**src/rtl/vliw_hazard_ctrl.sv**
```systemverilog
// vliw_hazard_ctrl: forwarding selects, load-use stall, branch flush and memory-wait freeze
// for the two-lane ALU+MEM VLIW pipeline, tracking EX/MEM and MEM/WB destinations in shadows.
module vliw_hazard_ctrl #(
    parameter int MEM_WAIT = 0
) (
    input  logic       clk,
    input  logic       reset,
    input  logic       id_valid,
    input  logic [2:0] id_alu_rn,
    input  logic [2:0] id_alu_rm,
    input  logic [2:0] id_mem_rn,
    input  logic [2:0] id_mem_rd,
    input  logic       id_alu_rm_used,
    input  logic       id_mem_rd_used,
    input  logic       p2_valid,
    input  logic [2:0] p2_alu_rn,
    input  logic [2:0] p2_alu_rm,
    input  logic [2:0] p2_alu_rd,
    input  logic [2:0] p2_mem_rn,
    input  logic [2:0] p2_mem_rd,
    input  logic       p2_alu_regWrite,
    input  logic       p2_mem_regWrite,
    input  logic       p2_memRead,
    input  logic       p2_memWrite,
    input  logic       ex_branch_taken,
    output logic       pc_write,
    output logic       if_id_write,
    output logic       id_ex_write,
    output logic       id_ex_flush,
    output logic       p3_pipeline_regWrite,
    output logic       EX_flush,
    output logic       mem_wb_write,
    output logic [1:0] f_alu_reg_rn_sel,
    output logic [1:0] f_alu_reg_rm_sel,
    output logic [1:0] f_mem_reg_rn_sel,
    output logic       f_mem_reg_rd_sel
);
    localparam int CW = $clog2(MEM_WAIT + 2);

    typedef enum logic {RUN, WAIT} state_t;
    typedef struct packed {
        logic [2:0] alu_rd;
        logic       alu_w;
        logic [2:0] mem_rd;
        logic       mem_w;
    } wr_t;

    state_t        state, state_nx;
    logic [CW-1:0] cnt, cnt_nx;
    wr_t           p2_wr, s3_wr, s3_wr_d, s4;
    logic          p2_memop, s3_memop, s3_memop_d;
    logic          run, hazard, branch, stall;

    function automatic logic [1:0] fwd(input logic [2:0] s, input wr_t a, input wr_t b);
        return (a.alu_w && a.alu_rd == s && !(a.mem_w && a.mem_rd == s)) ? 2'd1 :
               (b.mem_w && b.mem_rd == s) ? 2'd3 :
               (b.alu_w && b.alu_rd == s) ? 2'd2 : 2'd0;
    endfunction

    assign run    = state == RUN;
    assign hazard = id_valid && p2_valid && p2_mem_regWrite &&
                    (p2_mem_rd == id_alu_rn || (id_alu_rm_used && p2_mem_rd == id_alu_rm) ||
                     p2_mem_rd == id_mem_rn || (id_mem_rd_used && p2_mem_rd == id_mem_rd));
    assign branch = !reset && run && ex_branch_taken;
    assign stall  = !reset && run && !ex_branch_taken && hazard;

    assign pc_write             = run && !stall;
    assign if_id_write          = run && !stall;
    assign id_ex_write          = run;
    assign id_ex_flush          = branch || stall;
    assign p3_pipeline_regWrite = run;
    assign mem_wb_write         = run;
    assign EX_flush             = stall && !p3_pipeline_regWrite;

    assign f_alu_reg_rn_sel = fwd(p2_alu_rn, s3_wr, s4);
    assign f_alu_reg_rm_sel = fwd(p2_alu_rm, s3_wr, s4);
    assign f_mem_reg_rn_sel = fwd(p2_mem_rn, s3_wr, s4);
    assign f_mem_reg_rd_sel = (s4.alu_w && s4.alu_rd == p2_mem_rd) || (s4.mem_w && s4.mem_rd == p2_mem_rd);

    assign p2_wr      = {p2_alu_rd, p2_valid & p2_alu_regWrite, p2_mem_rd, p2_valid & p2_mem_regWrite};
    assign p2_memop   = p2_valid & (p2_memRead | p2_memWrite);
    assign s3_wr_d    = !p3_pipeline_regWrite ? s3_wr : EX_flush ? '0 : p2_wr;
    assign s3_memop_d = !p3_pipeline_regWrite ? s3_memop : !EX_flush && p2_memop;

    // The wait starts on the edge that captures the memop into EX/MEM, so the op
    // sits in MEM for exactly 1 + MEM_WAIT cycles and is not re-detected on release.
    always_comb begin
        state_nx = state;
        cnt_nx   = cnt;
        if (run) begin
            if (MEM_WAIT > 0 && s3_memop_d) begin
                state_nx = WAIT;
                cnt_nx   = CW'(MEM_WAIT);
            end
        end else begin
            cnt_nx   = cnt - CW'(1);
            state_nx = cnt == CW'(1) ? RUN : WAIT;
        end
    end

    always_ff @(posedge clk or posedge reset) begin
        if (reset) begin
            state    <= RUN;
            cnt      <= '0;
            s3_wr    <= '0;
            s3_memop <= 1'b0;
            s4       <= '0;
        end else begin
            state    <= state_nx;
            cnt      <= cnt_nx;
            s3_wr    <= s3_wr_d;
            s3_memop <= s3_memop_d;
            if (mem_wb_write) s4 <= s3_wr;
        end
    end
endmodule

```
**config.mk**
```make
export PLATFORM = sky130hd
export DESIGN_NAME = vliw_hazard_ctrl
export DESIGN_NICKNAME = d
export VERILOG_FILES = /design/src/rtl/vliw_hazard_ctrl.sv
export SDC_FILE = /design/constraint.sdc
export NUM_CORES = 1
export LEC_CHECK = 0
export CAP_MARGIN = 20
export CORE_MARGIN = 10
export CORE_UTILIZATION = 47
export CTS_BUF_LIST = sky130_fd_sc_hd__clkbuf_4
export DETAILED_ROUTE_END_ITERATION = 7
export PLACE_DENSITY = 0.88
export SYNTH_ARGS = -nofsm -noshare
export SYNTH_HDL_FRONTEND = slang
export SYNTH_SLANG_ARGS = --single-unit
```
**constraint.sdc**
```tcl
create_clock -name clk -period 1.45 [get_ports clk]
set_input_delay 0.145 -clock clk [delete_from_list [all_inputs] [get_ports clk]]
set_output_delay 0.145 -clock clk [all_outputs]
set_load 0.01 [all_outputs]
```
Word-level counts from Yosys, hierarchy flattened
Index checks and enable logic that the tools add are counted.

storage, ports and cells
  bits of input ports = 38
  output and inout port bits = 14
  logic and storage cells = 83
  bits in registers = 18

operators by class
  bitwise operators = 3
  add/subtract/negate cells = 1
  reduce and logical (&&, ||, !) cells = 39
  equality and inequality tests = 18
  mux-type cells = 12

operators by type and width
  cell                 count
  $eq 3x3->1           18
  $logic_and 1x1->1    28
  $mux 2               9
  $mux 8               1
  $logic_not 1->1      6
  $logic_or 1x1->1     5
  $and 1x1->1          2
  $mux 1               2
  $not 1->1            1
  $sub 1x1->1 const B  1

Longest topological paths before layout
Gate-level depths: netlist of run 1.

  depth after elaboration = 9
  depth in mapped cells = 7
  gate-level depth less buffers = 5

Worst setup path after synthesis of run 1
No wires, ideal clock.

  kind = input to output
  from = in p2_mem_rd[1]
  to = out pc_write
  path buffers = 2
  setup slack = 0.114 ns
  required time = 1.305 ns
  data arrival time = 1.191 ns
  cell stages on the path = 7
  cell sequence = buf_4 xor2_2 nor3_1 a31oi_1 nand3_1 a31oi_1 buf_4

on the way
  longest elaborated chain between the ends = 9
  elaborated cells between the ends (all ways) = 13
  those cells by class = 4 x eq/ne; 9 x reduce/logical

RTL lines
  item                            line  text
  from (decl)                     20    input logic [2:0] p2_mem_rd,
  $eq 3x3->1                      62    (p2_mem_rd == id_alu_rn || (id_alu_rm_used && p2_mem_rd == id_alu_rm) ||
  $logic_and 1x1->1               62
  $logic_or 1x1->1 (2 in series)  62
  $logic_or 1x1->1 (*)            63    p2_mem_rd == id_mem_rn || (id_mem_rd_used && p2_mem_rd == id_mem_rd));
  $logic_and 1x1->1 (*)           61    assign hazard = id_valid && p2_valid && p2_mem_regWrite &&
  $logic_and 1x1->1 (*)           65    assign stall = !reset && run && !ex_branch_taken && hazard;
  $logic_not 1->1 (*)             n/a
  $logic_and 1x1->1 (*)           n/a
  to (decl)                       26    output logic pc_write,

Every way passes the cells marked *; elsewhere a longest branch is shown, timed or not.

Worst setup path in the final report of run 1
  from = reg s3_wr[7] (netlist bit)
  to = out f_alu_reg_rm_sel[1]

on the way
  longest elaborated chain between the ends = 4

RTL lines
  item                             line  text
  from (decl)                      50    wr_t p2_wr, s3_wr, s3_wr_d, s4;
  from (signal assigned)           111   s3_wr <= s3_wr_d;
  $eq 3x3->1                       55    return (a.alu_w && a.alu_rd == s && !(a.mem_w && a.mem_rd == s)) ? 2'd1 :
  $logic_and 1x1->1 (2 in series)  55
  $mux 2                           55
  to (decl)                        34    output logic [1:0] f_alu_reg_rm_sel,

Every way passes these cells.

==> impl_metrics.ini, run 1 <==
[synthesis]
synth-seq-cells = 18
yosysMostFrequentCell = xnor2_1
ys.flop_type = dfrtp_1
yosys.area.top_type = dfrtp_1
synth_fp_nets = 190
ys_types = 22
synth-edff-count = 0
async_reset_ff_frac = 1.00
yosys-top-cells-area = dfrtp_1 31%, xnor2_1 30%, mux2_2 11%
yosys-top-cells-count = 51 x xnor2_1, 18 x dfrtp_1, 14 x clkbuf_1, 14 x mux2_2, 13 x nand4_1
netlist_area_mm2 = 0.00147
avgSynthCellArea_um2 = 9.70
ys_seq_area_frac = 0.306
synthCells = 152
synth_warnings = 0
netlist.area_leader.share = 0.306

[critical_path]
critPathLaunch = s3_wr[7]
crit_path_max_incr_delay_ps = 460
path_class = reg -> out
rr_worst_depth = 3
path_cells = buf_6 > xnor2_2 > nand4_1 > a41o_1 > a21boi_1 > buf_2
cp_max_fo = 3
endpoint_kind = output port
r2r_setup_slack_ps = 190
cp.required_ps = 1310
critPathArrivalTime_ps = 1630
r2r_start = state
crit_path_end = f_alu_reg_rm_sel[1]
startpoint_type = flip-flop
r2r-end = s3_wr[2]
slowest_stage = dfrtp_2

[timing]
drv_slew = 0
fmax_mhz = 565
fin_crit_ps = 1770
skew_ps = 0.401
hold_viol = 0
final.period_utilization = 1.22
rsz0062_at_grt = yes
setup_viol = 6
setup_slack_ps = -321

[floorplan]
die_h_um = 76
die-area_mm2 = 0.00578
coreArea_mm2 = 0.00303
initial_core_util = 0.487
num_rows = 20
die_w_um = 76
io_pins = 52

[clock_tree]
tritoncts = built
numClockSinks = 18
clkSlewWorstSetupHoldPaths_ps = 100
insertion_delay_ps = 290
numCtsBuffers = 3
postCtsHoldBufs = 0
cts_buffer_depth = 2
htreeDepth = 1
cts_root_buffer = clkbuf_4

[run]
drv_cap = 0

[status]
status = finished with violations
violations = setup timing

[final_layout]
multi_input_area_um2 = 995
diodes = 0
nFillCells = 226
fin_area_mm2 = 0.00221
seqCellArea_um2 = 463
drive_gt1_frac = 0.431
syn_to_final_growth_pct = 49.7
fin_nets = 248

[grt]
track_usage = 0.152
grt.overflow.total = 0
grt_pass1_vias = 1500
antenna_found_initial = 0
grt_max_degree = 20
grt_pass1_wl_mm = 7.13

[power]
p_per_area_mw_per_mm2 = 578
leakage_nw = 0.975
vdd_drop_max_uv = 354
finalPower_mw = 1.27

[hold_path]
hold_class = in -> async

[detailed_routing]
via_per_inst = 5.23
drc_errors = 0
wire_per_inst_um = 17.2
drt_wl_total_mm = 4.36
drt_iter0_markers = 61
postRouteAntennaNets = 0
vias = 1323
drt_pass1_iterations = 4

[placement]
port_buffers = 48
place_ws_ps = -731
post_dp_cell_area_mm2 = 0.00206
place.gp.congestion = 0.903
hpwl_mm = 3.31
==> where the power goes <==
part / total, mW / internal, mW / leakage (nW) / switching [mW]
Sequential: 0.572 / 0.527 / 0.209 / 0.0451
Combinational: 0.452 / 0.275 / 0.750 / 0.177
Clock: 0.251 / 0.100 / 0.0154 / 0.151
==> state kept, by name, indices dropped and copies added (netlist names) <==
signal and cells:
state 1, cnt 1, s4 8, s3_wr 8
==> worst max-delay path: cells and delay by family, from the launching register on <==
family                    cells  cell delay [ps]
and+or+nand+nor               1              120
buffers and inverters         2              280
AOI/OAI and AO/OA             2              370
DFF                           1              460
xor gates and xnor gates      1              100
==> kinds of logic after synthesis <==
group / after synthesis / share of synthesized area
AOI/OAI and AO/OA: 11 / 0.0577
xor gates and xnor gates: 55 / 0.342
buffers and inverters: 26 / 0.0908
DFF: 18 / 0.306
muxes: 14 / 0.107
other: 1 / 0.00254
and+or+nand+nor: 27 / 0.0942
==> how the worst min path moves through the flow <==
stage / startpoint / end / cells past startpoint
final: reset / s3_wr[3] / 3
after global routing: reset / s3_wr[3] / 3
after CTS: reset / state / 3
after detailed placement: cnt / state / 1
after floorplan: reset / cnt / 1
after global placement: cnt / state / 1
==> cell usage in the layout (no fill, tap or decap) <==
cell             synthesis  layout
xnor2_1                 51      39
buf_4                    5      23
clkdlybuf4s50_1          0      20
mux2_2                  14      14
nand4_1                 13      13
xnor2_2                  0      12
buf_2                    2      11
dfrtp_2                  0      10
nand2_1                  8       8
dfrtp_1                 18       8
buf_6                    2       8
dlymetal6s2s_1           0       5
dlygate4sd2_1            0       4
a41o_1                   3       3
xor2_2                   3       3
a21boi_1                 3       3
clkbuf_4                 0       3
clkbuf_2                 0       3
clkdlybuf4s15_1          0       3
inv_1                    2       2
nor3_2                   0       2
a31oi_1                  2       2
nor2_1                   2       2
o21ai_0                  2       2
xor2_1                   1       1
nand3_2                  0       1
nor3_1                   3       1
a32o_1                   1       1
conb_1                   1       1
clkinv_1                 0       1
==> layer usage <==
metal | wire [um] | vias up | part of all wire | GRT usage
met5 | 0 | - | 0 | 0
li1 | - | 607 | - | -
met3 | 221 | 18 | 0.051 | 0.0366
met2 | 2170 | 56 | 0.50 | 0.268
met4 | 203 | 0 | 0.047 | 0.0985
met1 | 1760 | 642 | 0.40 | 0.156
==> area by class of cell <==
class,count,share of cell area
flip-flops and latches,18,0.210
repair buffers,77,0.299
inverters,2,0.00340
clock buffers,3,0.0102
clock inverters,1,0.00170
well taps,44,0.0249
multi-input cells,108,0.451
==> what timing repair did <==
item | CTS | global route
setup endpoints to repair | 13 | 12
buffers inserted | 7 | 1
hold endpoints to repair | 0 | 0
pin swaps | 19 | 19
resized for setup | 80 | 29
==> through the flow <==
stage / TNS, ps / std cells / hold slack [ps] / utilization
after floorplan: 0 / 152 / 83.6 / -
after global placement: -5460 / 243 / 433 / 0.679
after detailed placement: -5960 / 243 / 440 / 0.679
after CTS: -1590 / 253 / 243 / 0.712
after global routing: -2090 / 253 / 290 / 0.729
final: -1540 / 253 / 275 / 0.729
Power figures use the tool's default switching activity.
==> inputs of run 2 (changes only) <==
--- a/config.mk
+++ b/config.mk
@@ -10,6 +10,7 @@
 export CORE_UTILIZATION = 47
 export CTS_BUF_LIST = sky130_fd_sc_hd__clkbuf_4
 export DETAILED_ROUTE_END_ITERATION = 7
+export MAX_ROUTING_LAYER = met4
 export PLACE_DENSITY = 0.88
 export SYNTH_ARGS = -nofsm -noshare
 export SYNTH_HDL_FRONTEND = slang
==> constraint.sdc (replaced) <==
create_clock -name clk -period 1.78 [get_ports clk]
set_input_delay 0.178 -clock clk [delete_from_list [all_inputs] [get_ports clk]]
set_output_delay 0.178 -clock clk [all_outputs]
set_load 0.01 [all_outputs]
==> impl_metrics.ini, run 2 (synthesis gave the netlist of run 1 again) <==
[status]
status = finished with violations
violations = setup timing

[final_layout]
final_common_cell = xnor2_1
layout_common_cells = 43 x xnor2_1, 28 x clkdlybuf4s50_1, 18 x buf_4
nFillCells = 239
drive_gt1_frac = 0.340
multi_input_area_um2 = 961
diodes = 0
largestRegisters = s3_wr: 8 flops, s4: 8 flops
syn_to_final_growth_pct = 45.2
seqCellArea_um2 = 465
fin_nets = 242

[timing]
fmax_mhz = 547
fin_crit_ps = 1830
rsz0062_at_grt = yes
hold_viol = 0
skew_ps = 3.56
final.period_utilization = 1.03
setup_viol = 3
hold_slack_ps = 272
setup_slack_ps = -47.3
drv_slew = 0

[floorplan]
die_w_um = 76
initial_core_util = 0.487
io_pins = 52
coreArea_mm2 = 0.00303
num_rows = 20
die_h_um = 76
die-area_mm2 = 0.00578

[critical_path]
r2r_setup_slack_ps = 610
r2r-end = s3_wr[2]
rr_worst_depth = 2
path_class = reg -> out
r2r_start = state
startpoint_type = flip-flop
cp_max_fo = 4
critPathArrivalTime_ps = 1650
cp.required_ps = 1600
endpoint_kind = output port

[grt]
grt_max_degree = 21
grt_pass1_wl_mm = 6.82
antenna_found_initial = 0
grt_pass1_vias = 1400
grt.overflow.total = 0
track_usage = 0.146

[clock_tree]
htreeDepth = 1
clkSlewWorstSetupHoldPaths_ps = 100
tritoncts = built
insertion_delay_ps = 300
numClockSinks = 18
numCtsBuffers = 3
cts_root_buffer = clkbuf_4
cts_buffer_depth = 2

[power]
p_per_area_mw_per_mm2 = 483
vdd_drop_max_uv = 254
leakage_nw = 0.864

[placement]
port_buffers = 48
place.gp.congestion = 0.901
place_ws_ps = -474
hpwl_mm = 3.11

[run]
drv_cap = 0

[detailed_routing]
wire_per_inst_um = 17.1
via_per_inst = 5.14
drc_errors = 0
vias = 1270
drt_iter0_markers = 43
drt_wl_total_mm = 4.23
postRouteAntennaNets = 0
drt_pass1_iterations = 4

[hold_path]
hold_class = in -> async
-- run 2: per-layer routing --
layer  global-route usage  share of wire  vias up
met2                0.246           0.50       51
met5                    -              0        -
met3               0.0200          0.030       14
li1                     -              -      597
met4               0.0758          0.028        0
met1                0.165           0.44      608
-- run 2: final cells by class --
class	instances	share of cell area
clock buffer	3	0.0105
clock inverter	1	0.00175
inverter	2	0.00351
multi-input combinational	108	0.449
sequential	18	0.217
tap	44	0.0257
timing repair buffer	71	0.292
-- run 2: how the worst max path moves through the flow --
stage	start	to	slack (ps)
final	s3_wr[7]	f_alu_reg_rm_sel[1]	-50
after global routing	s3_wr[5]	f_alu_reg_rm_sel[1]	-110
after CTS	s3_wr[5]	f_alu_reg_rn_sel[0]	-40
after detailed placement	p2_mem_rd[2]	if_id_write	-470
after global placement	p2_mem_rd[2]	pc_write	-410
after floorplan	p2_mem_rd[1]	pc_write	380
-- run 2: power breakdown --
group / switching, mW / internal (mW) / total, mW
combinational: 0.146 / 0.219 / 0.365
sequential: 0.0310 / 0.430 / 0.461
clock: 0.128 / 0.0818 / 0.210
total: 0.305 / 0.731 / 1.04
-- run 2: critical path, stage by stage, from the launching register on --
cell      delay (ps)
dfrtp_2          460
buf_6            130
xnor2_2          140
nand4_1          120
a41o_1           230
a21boi_1         130
buf_2            140
-- run 2: stage by stage --
stage	TNS (ps)	instance area, um^2	util	total power, mW	instances
finish	-78.1	2140	0.707	1.04	247
detailed placement	-3230	1980	0.654	0.794	233
floorplan	0	1470	-	0.651	152
global placement	-2860	1980	0.654	0.779	233
CTS	-79.4	2110	0.697	1.02	247
global route	-257	2140	0.707	1.09	247
-- run 2: what timing repair did --
action | CTS | global route
cloned | 0 | 0
setup buffers | 10 | 0
hold buffers | 0 | 0
pin swaps | 8 | 11
endpoints found under the setup margin | 13 | 9
gates resized for setup | 57 | 8
==> inputs of run 3 (changes only) <==
--- a/config.mk
+++ b/config.mk
@@ -12,6 +12,7 @@
 export DETAILED_ROUTE_END_ITERATION = 7
 export MAX_ROUTING_LAYER = met4
 export PLACE_DENSITY = 0.88
+export SKIP_CTS_REPAIR_TIMING = 1
 export SYNTH_ARGS = -nofsm -noshare
 export SYNTH_HDL_FRONTEND = slang
 export SYNTH_SLANG_ARGS = --single-unit
==> impl_metrics.ini, run 3 (synthesis gave the netlist of run 1 again) <==
[clock_tree]
numCtsBuffers = 3
tritoncts = built
htreeDepth = 1
cts_buffer_depth = 2
cts_root_buffer = clkbuf_4
clkSlewWorstSetupHoldPaths_ps = 100
insertion_delay_ps = 290
numClockSinks = 18

[status]
status = finished with violations
violations = setup timing

[power]
p_comb_frac = 0.361
p_sw_mw = 0.308
power_frac_seq = 0.441
clkPwrFrac = 0.199
p_per_area_mw_per_mm2 = 469
p_int_mw = 0.743
swShare = 0.293
vdd_drop_max_uv = 357
finalPower_mw = 1.05
leakage_nw = 1.01

[critical_path]
cp.required_ps = 1600
critPathArrivalTime_ps = 1680
path_class = reg -> out
cp_max_fo = 4
r2r-end = s4[7]
r2r_setup_slack_ps = 620
startpoint_type = flip-flop
rr_worst_depth = 2
r2r_start = state
endpoint_kind = output port

[grt]
grt_pass1_wl_mm = 6.12
track_usage = 0.130
grt_max_degree = 21
grt_pass1_vias = 1336
grt.overflow.total = 0
antenna_found_initial = 0

[detailed_routing]
drt_pass1_iterations = 4
vias = 1290
via_per_inst = 5.08
drt_wl_total_mm = 4.45
postRouteAntennaNets = 0
wire_per_inst_um = 17.5
drc_errors = 0
drt_iter0_markers = 83

[hold_path]
hold_class = in -> async

[placement]
hpwl_mm = 3.11
port_buffers = 48
place_ws_ps = -474
dp.cells = 233
post_dp_cell_area_mm2 = 0.00198
place.gp.congestion = 0.901

[floorplan]
die_w_um = 76
coreArea_mm2 = 0.00303
num_rows = 20
die-area_mm2 = 0.00578
io_pins = 52
die_h_um = 76
initial_core_util = 0.487

[final_layout]
fin_area_mm2 = 0.00224
fin_nets = 249
layout_common_cells = 43 x xnor2_1, 27 x clkdlybuf4s50_1, 24 x buf_4
drive_gt1_frac = 0.362
diodes = 0
final_common_cell = xnor2_1
syn_to_final_growth_pct = 52.0
largestRegisters = s3_wr: 8 flops, s4: 8 flops
fin_cells = 254

[timing]
hold_viol = 0
setup_viol = 2
fin_crit_ps = 1860
drv_slew = 0
fmax_mhz = 539
rsz0062_at_grt = yes
finalSetupTns_ps = -106
setup_slack_ps = -76.4
final.period_utilization = 1.04
skew_ps = 1.73

[run]
drv_cap = 0
[run 3: cell types whose count changed in the layout (fill, tap and decap cells not counted), sizes merged]
cell	previous run	this run
dlymetal6s2s	0	15
clkdlybuf4s50	28	27
buf	29	34
clkdlybuf4s15	1	0
clkbuf	3	5
dlygate4sd2	13	0
[run 3: critical path: stages, from the launching register on]
cell	delay (ps)
dfrtp_2	470
buf_6	140
xnor2_2	140
nand4_1	100
a41o_1	240
a21boi_1	140
buf_2	150
[run 3: final cells by class]
class	count	area, um^2
inverters	2	7.51
fillers	215	788
well taps	44	55.1
flip-flops and latches	18	465
clock buffers	3	22.5
multi-input cells	108	950
repair buffers	78	736
clock inverters	1	3.75
[run 3: how the worst max path moves through the flow]
stage | start | cells past startpoint | endpoint
detailed placement | p2_mem_rd[2] | 7 | if_id_write
global placement | p2_mem_rd[2] | 7 | pc_write
floorplan | p2_mem_rd[1] | 7 | pc_write
global route | s3_wr[6] | 6 | f_alu_reg_rn_sel[1]
finish | s3_wr[6] | 6 | f_alu_reg_rn_sel[1]
CTS | p2_mem_rd[0] | 7 | if_id_write
[run 3: through the flow]
stage / hold slack (ps) / utilization
floorplan: 117 / -
global placement: 432 / 0.654
detailed placement: 441 / 0.654
CTS: 271 / 0.663
global route: 325 / 0.740
finish: 277 / 0.740
[run 3: power by group through the flow]
stage / clock network, mW / logic (mW) / registers, mW
final: 0.209 / 0.379 / 0.463
after global routing: 0.236 / 0.404 / 0.465
after CTS: 0.212 / 0.322 / 0.466
after detailed placement: 0 / 0.320 / 0.474
after global placement: 0 / 0.306 / 0.473
after floorplan: 0 / 0.201 / 0.450
[run 3: routing by layer]
metal,global-route usage,vias up,wire length [um]
li1,-,611,-
met1,0.148,622,1890
met2,0.208,49,2320
met3,0.0283,8,160
met4,0.0720,0,79
met5,-,-,0
